### src/rtl/instr_fetch_if.sv
// Bus bundle between instr_fetch, the combinational program ROM and the execute stage.
// master: fetch sequencer side; slave: ROM/execute side.
interface instr_fetch_if;
   logic [7:0] rom_address;
   logic [7:0] rom_dataout;
   logic       instr_valid;
   logic       instr_ready;
   logic [7:0] instr_opcode;
   logic [7:0] instr_imm;
   logic       instr_has_imm;
   logic [7:0] instr_pc;
   logic       jump_valid;
   logic [7:0] jump_target;

   modport master (
      output rom_address,
      output instr_valid,
      output instr_opcode,
      output instr_imm,
      output instr_has_imm,
      output instr_pc,
      input  rom_dataout,
      input  instr_ready,
      input  jump_valid,
      input  jump_target
   );

   modport slave (
      input  rom_address,
      input  instr_valid,
      input  instr_opcode,
      input  instr_imm,
      input  instr_has_imm,
      input  instr_pc,
      output rom_dataout,
      output instr_ready,
      output jump_valid,
      output jump_target
   );
endinterface

### src/rtl/instr_fetch.sv
// Instruction fetch sequencer: walks the PC over a combinational ROM, assembles 1/2-byte
// instructions and hands them to execute. Define INSTR_FETCH_HALT_EN to make opcode 8'h00 HALT.
module instr_fetch #(
   parameter logic [7:0] RESET_PC = 8'h00
) (
   input  logic          clk,
   input  logic          rst_n,
   instr_fetch_if.master bus
);

`ifdef INSTR_FETCH_HALT_EN
   typedef enum logic [1:0] {StFetchOp, StFetchImm, StHold, StHalted} state_e;
`else
   typedef enum logic [1:0] {StFetchOp, StFetchImm, StHold} state_e;
`endif

   state_e     r_state;
   state_e     w_state_next;
   logic [7:0] r_pc;
   logic [7:0] w_pc_next;
   logic [7:0] r_opcode;
   logic [7:0] w_opcode_next;
   logic [7:0] r_imm;
   logic [7:0] w_imm_next;
   logic       r_has_imm;
   logic       w_has_imm_next;
   logic [7:0] r_instr_pc;
   logic [7:0] w_instr_pc_next;
   logic       w_valid;
   logic       w_handshake;

   assign w_valid     = (r_state == StHold);
   assign w_handshake = w_valid & bus.instr_ready;

   always_ff @(posedge clk or negedge rst_n) begin
      if (!rst_n) begin
         r_state    <= StFetchOp;
         r_pc       <= RESET_PC;
         r_opcode   <= 8'h00;
         r_imm      <= 8'h00;
         r_has_imm  <= 1'b0;
         r_instr_pc <= 8'h00;
      end else begin
         r_state    <= w_state_next;
         r_pc       <= w_pc_next;
         r_opcode   <= w_opcode_next;
         r_imm      <= w_imm_next;
         r_has_imm  <= w_has_imm_next;
         r_instr_pc <= w_instr_pc_next;
      end
   end

   always_comb begin
      w_state_next    = r_state;
      w_pc_next       = r_pc;
      w_opcode_next   = r_opcode;
      w_imm_next      = r_imm;
      w_has_imm_next  = r_has_imm;
      w_instr_pc_next = r_instr_pc;

      case (r_state)
         StFetchOp: begin
            w_opcode_next   = bus.rom_dataout;
            w_instr_pc_next = r_pc;
            w_pc_next       = r_pc + 8'd1;
            w_imm_next      = 8'h00;
            w_has_imm_next  = 1'b0;
            w_state_next    = bus.rom_dataout[7] ? StFetchImm : StHold;
         end
         StFetchImm: begin
            w_imm_next     = bus.rom_dataout;
            w_has_imm_next = 1'b1;
            w_pc_next      = r_pc + 8'd1;
            w_state_next   = StHold;
         end
         StHold: begin
            if (w_handshake) begin
               w_state_next = StFetchOp;
`ifdef INSTR_FETCH_HALT_EN
               if (r_opcode == 8'h00) w_state_next = StHalted;
`endif
            end
         end
         default: begin
            w_state_next = r_state;
         end
      endcase

      // A redirect beats every transition; a coinciding handshake has already consumed HOLD.
      if (bus.jump_valid) begin
         w_pc_next    = bus.jump_target;
         w_state_next = StFetchOp;
      end
   end

   assign bus.rom_address   = r_pc;
   assign bus.instr_valid   = w_valid;
   assign bus.instr_opcode  = r_opcode;
   assign bus.instr_imm     = r_imm;
   assign bus.instr_has_imm = r_has_imm;
   assign bus.instr_pc      = r_instr_pc;

endmodule

### src/flat_wrapper.sv
// flat-port wrapper written by rule: the top's interface ports become plain ports
module instr_fetch_flat 
#(
   parameter logic [7:0] RESET_PC = 8'h00
)
  (clk, rst_n, bus_rom_address, bus_instr_valid, bus_instr_opcode, bus_instr_imm, bus_instr_has_imm, bus_instr_pc, bus_rom_dataout, bus_instr_ready, bus_jump_valid, bus_jump_target);
  instr_fetch_if bus_i ();
  input  logic clk;
  input  logic rst_n;
  output wire logic [$bits(bus_i.rom_address)-1:0] bus_rom_address;
  output wire logic [$bits(bus_i.instr_valid)-1:0] bus_instr_valid;
  output wire logic [$bits(bus_i.instr_opcode)-1:0] bus_instr_opcode;
  output wire logic [$bits(bus_i.instr_imm)-1:0] bus_instr_imm;
  output wire logic [$bits(bus_i.instr_has_imm)-1:0] bus_instr_has_imm;
  output wire logic [$bits(bus_i.instr_pc)-1:0] bus_instr_pc;
  input wire logic [$bits(bus_i.rom_dataout)-1:0] bus_rom_dataout;
  input wire logic [$bits(bus_i.instr_ready)-1:0] bus_instr_ready;
  input wire logic [$bits(bus_i.jump_valid)-1:0] bus_jump_valid;
  input wire logic [$bits(bus_i.jump_target)-1:0] bus_jump_target;
  assign bus_rom_address = bus_i.rom_address;
  assign bus_instr_valid = bus_i.instr_valid;
  assign bus_instr_opcode = bus_i.instr_opcode;
  assign bus_instr_imm = bus_i.instr_imm;
  assign bus_instr_has_imm = bus_i.instr_has_imm;
  assign bus_instr_pc = bus_i.instr_pc;
  assign bus_i.rom_dataout = bus_rom_dataout;
  assign bus_i.instr_ready = bus_instr_ready;
  assign bus_i.jump_valid = bus_jump_valid;
  assign bus_i.jump_target = bus_jump_target;
  instr_fetch #(.RESET_PC(RESET_PC)) u_core (.clk(clk), .rst_n(rst_n), .bus(bus_i));
endmodule
### config.mk
export PLATFORM = sky130hd
export DESIGN_NAME = instr_fetch_flat
export DESIGN_NICKNAME = d
export VERILOG_FILES = /design/src/rtl/instr_fetch_if.sv /design/src/rtl/instr_fetch.sv /design/src/flat_wrapper.sv
export SDC_FILE = /design/constraint.sdc
export NUM_CORES = 1
export LEC_CHECK = 0
export ABC_CLOCK_PERIOD_IN_PS = 2000
export CORE_MARGIN = 3
export CORE_UTILIZATION = 35
export DETAILED_ROUTE_END_ITERATION = 10
export PLACE_DENSITY_LB_ADDON = 0.3
export SYNTH_ARGS = -nofsm -noshare
export SYNTH_HDL_FRONTEND = slang
export SYNTH_SLANG_ARGS = --single-unit
### constraint.sdc
create_clock -name clk -period 2 [get_ports clk]
set_input_delay 0.4 -clock clk [delete_from_list [all_inputs] [get_ports clk]]
set_output_delay 0.4 -clock clk [all_outputs]
set_load 0.02 [all_outputs]
# ---- Yosys cells after proc, flatten, opt, wreduce, memory -nomap -nowiden
# Cells that the tools add are included.
dict set report classes {
  add_sub_neg 1
  n_eq_ne 3
  mux 8
  n_bitwise 1
  reduce_logical 6
}
# op count
set ops {}
lappend ops {{two-way mux 8 bit} 2}
lappend ops {{one-hot mux 8 bit (2 select lines)} 1}
lappend ops {{adder 8 x 1 -> 8 bit, second input constant} 1}
lappend ops {{two-way mux 2 bit} 3}
lappend ops {{one-hot mux 2 bit (3 select lines)} 1}
lappend ops {{nonzero test 2 bit} 2}
lappend ops {{nonzero test 4 bit} 1}
lappend ops {{inequality test 3 bit, second input constant} 1}
lappend ops {{equality test 2 x 1 -> 1 bit, second input constant} 1}
lappend ops {{equality test 2 bit, second input constant} 1}
lappend ops {{zero test 2 bit} 1}
lappend ops {{one-hot mux 1 bit (2 select lines)} 1}
lappend ops {{AND reduction 2 bit} 1}
lappend ops {{OR reduction 2 bit} 1}
lappend ops {{AND 1 bit} 1}
dict set report totals {
  register_bits 35
  input_bits 20
  out_inout_bits 34
  elab_cells 25
}

# ---- Logic depth before layout (Yosys ltp)
dict set report logic_depth {
  ltp_word 5
  depth_mapped 7
  mapped_depth_nobuf 5
}

# ---- Least setup slack after synthesis
# Ideal clock, no wire load.
dict set report synth_path {
  path_kind {reg2reg}
  startpoint {reg u_core.r_state[1]}
  endpoint {reg u_core.r_pc[7], in the netlist u_core.bus.rom_address[7]}
  setup_ns 0.082
  t_arrival_ns 1.516
  setup_slack_ns 0.402
  stages_incl_launch_ff 7
  synth_period_minus_slack_ns 1.598
  cell_sequence {dfrtp_1 inv_1 ha_1 buf_2 o211ai_2 or4_1 a31oi_1}
}
dict set report synth_via {
  elab_chain_cells 3
  word_cells_on_any_way 4
  classes_between {eq/ne: 1; reduce/logical: 3}
}
# element line_no
set synth_lines {}
lappend synth_lines {{from (decl)} instr_fetch.sv:17} ;# state_e r_state;
lappend synth_lines {{from (signal assigned)} instr_fetch.sv:37} ;# r_state <= StFetchOp;
lappend synth_lines {{from (signal assigned)} instr_fetch.sv:44} ;# r_state <= w_state_next;
lappend synth_lines {{equality test 2 x 1 -> 1 bit / zero test 2 bit (equally long branches)} instr_fetch.sv:61} ;# case (r_state)
lappend synth_lines {{OR reduction 2 bit (no line) (*)} -}
lappend synth_lines {{nonzero test 2 bit (no line) (*)} -}
lappend synth_lines {{to (signal assigned)} instr_fetch.sv:45} ;# r_pc <= w_pc_next;
lappend synth_lines {{to (decl)} instr_fetch.sv:19} ;# logic [7:0] r_pc;
# Every way passes the cells marked *; elsewhere a longest branch is shown, timed or not.
# A chain may end at the register's enable or synchronous reset.

# ---- Worst setup path after layout
dict set report layout_path {
  startpoint {reg u_core.r_pc[2], in the netlist u_core.bus.rom_address[2]}
  endpoint {out bus_rom_address[2]}
}
# element line_no
set layout_lines {}
lappend layout_lines {{to (decl)} flat_wrapper.sv:10} ;# output wire logic [$bits(bus_i.rom_address)-1:0] bus_rom_address;
# No word-level cell between the ends.

==> impl_metrics.json <==
{
  "drive_gt1_share_pct": 17.3,
  "htreeDepth": 2,
  "synth_top_family_by_area": "compound AO/OA/AOI/OAI gates",
  "drv_cap": 0,
  "worst_setup_path_start_kind": "flip-flop",
  "path_cells": "clkdlybuf4s50_1",
  "die_y_um": 71.9,
  "period_minus_slack_ns": 1.84,
  "grt_pass1_vias": 1228,
  "synth_cell_types": 27,
  "grt_pass1_wl_mm": 5.94,
  "power.density_nw_per_um2": 1670,
  "synth_seq_area_share_pct": 57.6,
  "endpoint_kind": "output pin",
  "via_per_inst": 5.14,
  "synth.most_common_cell": "dfrtp_1",
  "worstPathArrival_ns": 1.44,
  "portBuffers": 53,
  "min_period_over_period_pct": 91.9,
  "synth_compound_area_share_pct": 13.6,
  "status": "finished, final reports clean",
  "synth-simple-area-share_pct": 7.08,
  "cts_resized": 1,
  "leakage_nw": 0.961,
  "grtUsageTotal_pct": 14.9,
  "synth-warning-count": 0,
  "wl_met1_mm": 1.52,
  "syn-mean-instance-area_um2": 12.7,
  "wl_met2_mm": 1.64,
  "ant_nets": 0,
  "whs_ns": 0.178,
  "synth_edf_count": 0,
  "antenna_cells": 0,
  "cpMaxStageDelayCell": "clkdlybuf4s50_1",
  "die_area_um2": 5170,
  "drt_pre_antenna_iters": 3,
  "synth_fa_ha_area_share_pct": 4.12,
  "cts_made_buffers": 5,
  "final_net_count": 203,
  "wirelength_mm": 3.53,
  "clock-sinks": 35,
  "cp_num_buf_inv": 1,
  "fin_util_pct": 55.0,
  "place_area_um2": 2110,
  "vdd_drop_max_mv": 1.01,
  "clkTransAtPathRegs_ns": 0.07,
  "top_layer": "met4",
  "grt_max_degree": 36,
  "slowest_delay_ns": 0.66,
  "synth_area_um2": 1520,
  "dpl.hpwl_mm": 2.58,
  "timing.slew.headroom_pct": 49.7,
  "postCtsSetupBuffers": 0,
  "synthArstFlopShare_pct": 100,
  "synthCells": 120,
  "globalRouteOverflowTotal": 0,
  "routedWlPerCell_um": 15.4,
  "placeableCoreArea_um2": 4090,
  "fin_tns_setup_ns": 0,
  "drt_iter0_markers": 70,
  "fmax_mhz": 544,
  "muxShareOfSynthArea_pct": 12.5,
  "min_path_type": "input port to asynchronous set/reset pin",
  "required_ns": 1.60,
  "initial_core_util_pct": 37.2,
  "drcViolationCount": 0,
  "area_growth_pct": 47.7,
  "stdcell_count": 229,
  "synthTopCellsByCount": "35 x dfrtp_1, 16 x mux2_2, 8 x a22o_1, 8 x nand2_1, 6 x o21ai_0",
  "synth_top_flop_cell": "dfrtp_1",
  "clockBufferDepth": 2,
  "antenna_found_initial": 0,
  "dpl_worst_slack_ns": 0.234,
  "cts_root_buffer": "clkbuf_8",
  "via_count": 1178,
  "io_pins": 54,
  "fp.dieW_um": 71.9,
  "drv_slew": 0,
  "wl_met3_um": 313,
  "synth_area_leaders": "dfrtp_1 58%, mux2_2 12%, a22o_1 4.6%",
  "fillers": 355,
  "insertion_delay_ns": 0.29,
  "path_max_fanout": 7,
  "setup_viol": 0,
  "fin_area_um2": 2250,
  "cts_tree": "done",
  "ys_ff_latch": 35,
  "hold_viol": 0,
  "gp_congestion": 0.743,
  "rsz0062_at_grt": "false",
  "synth_xor_area_share_pct": 2.30,
  "p_total_mw": 3.75,
  "crit_type": "flip-flop to output pin",
  "cpLargestDelayFamily": "buffers and inverters",
  "core.rowCount": 23,
  "dpl.cell_count": 221,
  "finalWorstSetupSlack_ns": 0.162,
  "synth_nets": 145,
  "synth_top_area_share_pct": 57.6,
  "tightest_slew_ns": 0.754,
  "yosys.area.top_type": "dfrtp_1",
  "fin_skew_ns": 0.00482,
  "ctsHoldBuffers": 0
}
[final cells by class]
cell class,count,area (µm²),area share (%)
inverter,4,15.0,0.669
clock buffer,5,68.8,3.06
multi-input combinational,75,602,26.8
tap,50,62.6,2.79
clock inverter,3,67.6,3.01
sequential,35,876,39.0
timing repair buffer,57,554,24.7
[flip-flops by register name (all words and copies together) (netlist names)]
signal and cells:
u_core.bus.instr_pc 8, u_core.bus.instr_opcode 8, u_core.bus.rom_address 8, u_core.bus.instr_imm 8, u_core.r_state 2, u_core.bus.instr_has_imm 1
[layer usage]
layer	GRT usage, %	up-vias
met5	0	-
met3	5.68	5
met4	6.05	0
met1	18.8	571
li1	-	557
met2	23.0	45
[power by group]
group          total [mW]  internal, mW  switching [mW]  leakage [nW]
clock               0.760         0.497           0.263        0.0644
sequential           1.19         0.984           0.202         0.434
combinational        1.80         0.907           0.896         0.463
[cells in the final DEF, fill, tap and decap left out, drive strengths merged, types with 4 or more instances in the layout]
| master | netlist | layout |
|---|---|---|
| a22o | 8 | 8 |
| buf | 5 | 5 |
| clkbuf | 1 | 5 |
| clkdlybuf4s50 | 0 | 51 |
| dfrtp | 35 | 35 |
| ha | 5 | 5 |
| inv | 4 | 4 |
| mux2 | 16 | 16 |
| nand2 | 8 | 8 |
| nand3 | 4 | 4 |
| o21ai | 6 | 6 |
| xor2 | 4 | 4 |
[path summary, 6_finish.rpt]
check                                     startpoint                          to  slack [ns]  cells past startpoint
max                        u_core.bus.rom_address[2]          bus_rom_address[2]        0.16                      1
min                                            rst_n  u_core.bus.instr_opcode[4]        0.18                      1
max reg2reg                        u_core.r_state[1]   u_core.bus.rom_address[7]        0.25                      5
min reg2reg                  u_core.bus.instr_imm[0]     u_core.bus.instr_imm[0]        0.50                      1
max in group asynchronous                      rst_n      u_core.bus.instr_pc[1]        1.34                      1
min in group clk             u_core.bus.instr_imm[0]     u_core.bus.instr_imm[0]        0.50                      1
[logic make-up after synthesis]
family	after synthesis
adder cells (fa/ha/maj)	5
flip-flops	35
buffers and inverters	10
XOR/XNOR	4
AND/OR/NAND/NOR	21
AO/OA/AOI/OAI	28
multiplexers	17
(Power assumes the default switching activity.)
